### src/rtl/rf_write_arbiter.sv
// Round-robin arbiter sharing the register-file write port among
// NUM_REQ writeback sources, with a registered write stage.
//
// Ports:
//   clk, reset            clock and synchronous active-high reset
//   stall                 blocks new grants this cycle
//   req_valid/addr/data   packed requester bundles, slice i = requester i
//   req_ready             one-hot grant (transfer = valid & ready)
//   wr_en/addr/data/src   registered write port, one cycle after transfer
//   conflict_cnt          saturating count of cycles with >1 valid request
module rf_write_arbiter #(
    parameter int NUM_REQ  = 4,
    parameter int WIDTH    = 32,
    parameter int SELECTOR = 5,
    localparam int IW = (NUM_REQ > 1) ? $clog2(NUM_REQ) : 1
) (
    input  logic                         clk,
    input  logic                         reset,
    input  logic                         stall,
    input  logic [NUM_REQ-1:0]           req_valid,
    input  logic [NUM_REQ*SELECTOR-1:0]  req_addr,
    input  logic [NUM_REQ*WIDTH-1:0]     req_data,
    output logic [NUM_REQ-1:0]           req_ready,
    output logic                         wr_en,
    output logic [SELECTOR-1:0]          wr_addr,
    output logic [WIDTH-1:0]             wr_data,
    output logic [IW-1:0]                wr_src,
    output logic [15:0]                  conflict_cnt
);

    logic [IW-1:0]       rr_ptr;
    logic [IW-1:0]       gidx;
    logic [IW-1:0]       scan;
    logic                found;
    logic                xfer;
    logic                conflict;
    logic                wr_en_q;
    logic [NUM_REQ-1:0]  grant;
    logic [SELECTOR-1:0] gaddr;
    logic [WIDTH-1:0]    gdata;

    // First valid requester at or after rr_ptr, wrapping.
    always_comb begin
        found = 1'b0;
        gidx  = '0;
        scan  = '0;
        for (int k = 0; k < NUM_REQ; k++) begin
            scan = IW'((int'(rr_ptr) + k) % NUM_REQ);
            if (!found && req_valid[scan]) begin
                found = 1'b1;
                gidx  = scan;
            end
        end
    end

    assign xfer = found & ~stall & ~reset;

    always_comb begin
        grant = '0;
        if (xfer)
            grant[gidx] = 1'b1;
    end

    assign req_ready = grant;
    assign gaddr     = req_addr[int'(gidx)*SELECTOR +: SELECTOR];
    assign gdata     = req_data[int'(gidx)*WIDTH +: WIDTH];
    assign conflict  = $countones(req_valid) > 1;

    // A registered write is discarded as soon as reset is seen.
    assign wr_en = wr_en_q & ~reset;

    always_ff @(posedge clk) begin
        if (reset) begin
            wr_en_q      <= 1'b0;
            wr_addr      <= '0;
            wr_data      <= '0;
            wr_src       <= '0;
            rr_ptr       <= '0;
            conflict_cnt <= '0;
        end else begin
            if (xfer) begin
                // Writes to register 0 complete the handshake but never
                // reach the register file.
                wr_en_q <= (gaddr != '0);
                wr_addr <= gaddr;
                wr_data <= gdata;
                wr_src  <= gidx;
                rr_ptr  <= (gidx == IW'(NUM_REQ - 1)) ? '0
                                                      : gidx + IW'(1);
            end else begin
                wr_en_q <= 1'b0;
            end
            if (conflict && conflict_cnt != 16'hFFFF)
                conflict_cnt <= conflict_cnt + 16'd1;
        end
    end

endmodule

### config.mk
export PLATFORM = sky130hd
export DESIGN_NAME = rf_write_arbiter
export DESIGN_NICKNAME = d
export VERILOG_FILES = /design/src/rtl/rf_write_arbiter.sv
export SDC_FILE = /design/constraint.sdc
export NUM_CORES = 1
export LEC_CHECK = 0
export ABC_AREA = 1
export CORE_ASPECT_RATIO = 0.75
export CORE_MARGIN = 5
export CORE_UTILIZATION = 35
export DETAILED_ROUTE_END_ITERATION = 10
export HOLD_SLACK_MARGIN = 0.1
export PLACE_DENSITY = 0.77
export SLEW_MARGIN = 20
export SYNTH_ARGS = -nofsm -noshare
export SYNTH_HDL_FRONTEND = slang
export SYNTH_SLANG_ARGS = --single-unit
### constraint.sdc
create_clock -name clk -period 2.1 [get_ports clk]
set_input_delay 0.315 -clock clk [delete_from_list [all_inputs] [get_ports clk]]
set_output_delay 0.315 -clock clk [all_outputs]
set_load 0.03 [all_outputs]
==> flow_summary.toml <==
[worst_setup_path]
endpoint_kind = "output pin"
cp_common_cell = "nand2_2"
critPathLaunchType = "flip-flop"
cp_slowest_cell = "dfxtp_2"
path_class = "flip-flop to output pin"
required_ps = 1780
critPathMaxStageDelay_ps = 320
crit_arrival_ps = 2100
path_max_fanout = 6
worstPathCellList = "buf_12 -> buf_8 -> nand2_2 -> nand2_2 -> nand2_2 -> nand2_2 -> nor2_4 -> nand3_2 -> nand3_2 -> nand2_4 -> inv_4 -> ha_4 -> inv_2 -> nor2_4 -> buf_6"

[sta]
relSlewSlack = 0.749
finalHoldViolCount = 0
setup_viol = 38
rsz0062_at_grt = "true"
period_share = 1.15
skew_ps = 3.41
drv_slew = 0
worst_pin_slew_ps = 374
worst_slack_ps = -312
max_freq_mhz = 415
period_needed_ps = 2410

[floorplanning]
initial_core_util = 0.353
die_h_um = 101
io_pins = 215
dieArea_um2 = 13100
rows = 33
core_um2 = 10800
die_w_um = 131

[synthesis]
synth_top_area_share = 0.304
synthDistinctLibCells = 38
yosys_warnings = 0
synth.avg_cell_area_um2 = 6.67
netlist_area_um2 = 3820
syn_inst = 573
syn_nets = 734
synth_seq_cells = 58
yosysSeqAreaShare = 0.304
ys_top_cells_by_area = "dfxtp_1 (30%), nand2_1 (13%), o21ai_0 (7.6%), o211ai_1 (6.1%), nor2_1 (5.9%)"
yosys.area.top_type = "dfxtp_1"

[clocking]
root_buffer = "clkbuf_16"
cts-hold-fix-buffers = 0
cts.path.max_buffers = 2
cts_tree = "done"
insertion_delay_ps = 310
clk_pin_slew_ps = 50
numClockSinks = 58
cts_max_level = 3
numCtsBuffers = 9

[run]
max-cap-violations = 0

[placement]
place.gp.congestion = 0.901
post-place-ws_ps = -729
hpwl_um = 11600
port_buffers = 214

[power]
p_clk_frac = 0.169
p_total_mw = 9.28
p_int_mw = 5.30
switching_share = 0.429
peakVddDrop_mv = 0.635
power.density_nw_per_um2 = 1280
seq_power_share = 0.163
pwr-share-comb = 0.668
p_sw_mw = 3.98
p_leak_nw = 2.98

[grt]
antenna_found_initial = 1
grt_pass1_wl_um = 23400
grt_overflow = 0
grt_max_degree = 35
grt_pass1_vias = 5008
grt_use_total = 0.222

[status]
status = "finished with violations"
violations = "setup timing"

[drt]
wl_per_cell_um = 15.5
dr.max_layer_used = "met4"
drc = 0
wl_met2_um = 7340
firstDrtPassIters = 5
ant_nets = 0
m1WireLength_um = 6170
routed_via_density = 4.98
route.final.wire_length_um = 15300
vias = 4911
drt_iter0_markers = 204
wl_met3_um = 1440

[cells_and_area]
syn_to_final_growth_pct = 90.0
layout-drive-gt1-share = 0.242
nNetsFinal = 1002
num-fill-cells = 854

[min_path]
hp-class = "flip-flop to flip-flop"
registers in the layout, summed over array words and instances (netlist names):
name and flops:
wr_data 32, conflict_cnt 16, wr_addr 5, rr_ptr 2, wr_src 2, wr_en_q 1
placed cells by master, fill, tap and decap left out, drive strengths merged:
cell type,count
a211oi,1
a21oi,12
a31oi,19
buf,76
bufinv,2
clkbuf,13
clkdlybuf4s50,205
clkinv,3
clkinvlp,1
dfxtp,58
diode,1
dlygate4sd2,3
dlymetal6s2s,1
fa,1
ha,5
inv,63
nand2,137
nand3,30
nand4,9
nor2,65
nor3,9
nor3b,2
nor4,1
o211ai,41
o21ai,66
or2,22
xor2,1
worst paths after layout:
check	start	endpoint	slack, ps	depth (start not counted)
max	rr_ptr[0]	req_ready[3]	-310	15
min	wr_src[1]	wr_src[1]	460	2
max reg2reg	rr_ptr[0]	wr_data[2]	-170	18
min reg2reg	wr_src[1]	wr_src[1]	460	2
worst max-delay path, delay by kind of cell, from the launching register on:
kind                     cells  cell delay [ps]
buffers and inverters        5              530
adder cells (fa/ha/maj)      1              120
AND/OR/NAND/NOR              9              800
flip-flops                   1              320
metal layers:
metal | vias up | global-route usage
met5 | - | 0
met4 | 0 | 0.0775
met3 | 26 | 0.0689
met2 | 229 | 0.384
met1 | 2215 | 0.260
li1 | 2441 | -
Yosys cell counts (all sizes together):
cell    instances
or2            22
buf            20
a21oi          12
o211ai         41
dfxtp          58
xor2            1
nor3            9
nor4            1
clkbuf         10
inv            64
o21ai          66
nor2           65
nand4           9
nand3          30
nand2         137
fa              1
a31oi          19
a211oi          1
ha              5
nor3b           2
metrics by stage:
stage | hold slack [ps] | cells | utilization | instance area, um^2 | TNS (ps)
after floorplan | 484 | 573 | - | 3900 | -4.45
after global placement | 439 | 949 | 0.599 | 6470 | -22560
after detailed placement | 448 | 949 | 0.599 | 6470 | -24470
after CTS | 457 | 976 | 0.647 | 7000 | -1930
after global routing | 487 | 987 | 0.671 | 7260 | -10880
final | 459 | 987 | 0.671 | 7260 | -5260
power by group through the flow:
stage | Clock (mW) | Sequential, mW | Combinational, mW
floorplan | 0 | 1.96 | 2.84
global placement | 0 | 1.51 | 5.16
detailed placement | 0 | 1.52 | 5.21
CTS | 1.61 | 1.51 | 5.63
global route | 1.66 | 1.54 | 6.74
finish | 1.57 | 1.51 | 6.20
layout make-up:
cell class	count	area [um^2]	share of cell area
inverters	64	265	0.0365
multi-input cells	421	2470	0.340
well taps	140	175	0.0241
clock buffers	11	243	0.0334
flip-flops and latches	58	1160	0.160
diodes	1	2.50	0.000345
clock inverters	5	77.6	0.0107
repair buffers	287	2860	0.394
repair_timing:
action,CTS,global route
hold endpoints to repair,0,0
gates cloned,1,2
setup buffers,10,9
pin swaps,12,30
endpoints found under the setup margin,47,47
resized for setup,45,50
cells by family (layout without fill, tap and decap cells):
logic type | after synthesis | in the layout | synth area share
xor gates and xnor gates | 1 | 1 | 0.00229
and+or+nand+nor | 275 | 275 | 0.330
AOI/OAI and AO/OA | 139 | 139 | 0.229
DFF | 58 | 58 | 0.304
buffers and inverters | 94 | 367 | 0.113
other | 0 | 1 | 0
adders and majority gates | 6 | 6 | 0.0216
No activity file was read; power rests on OpenSTA's default activity.
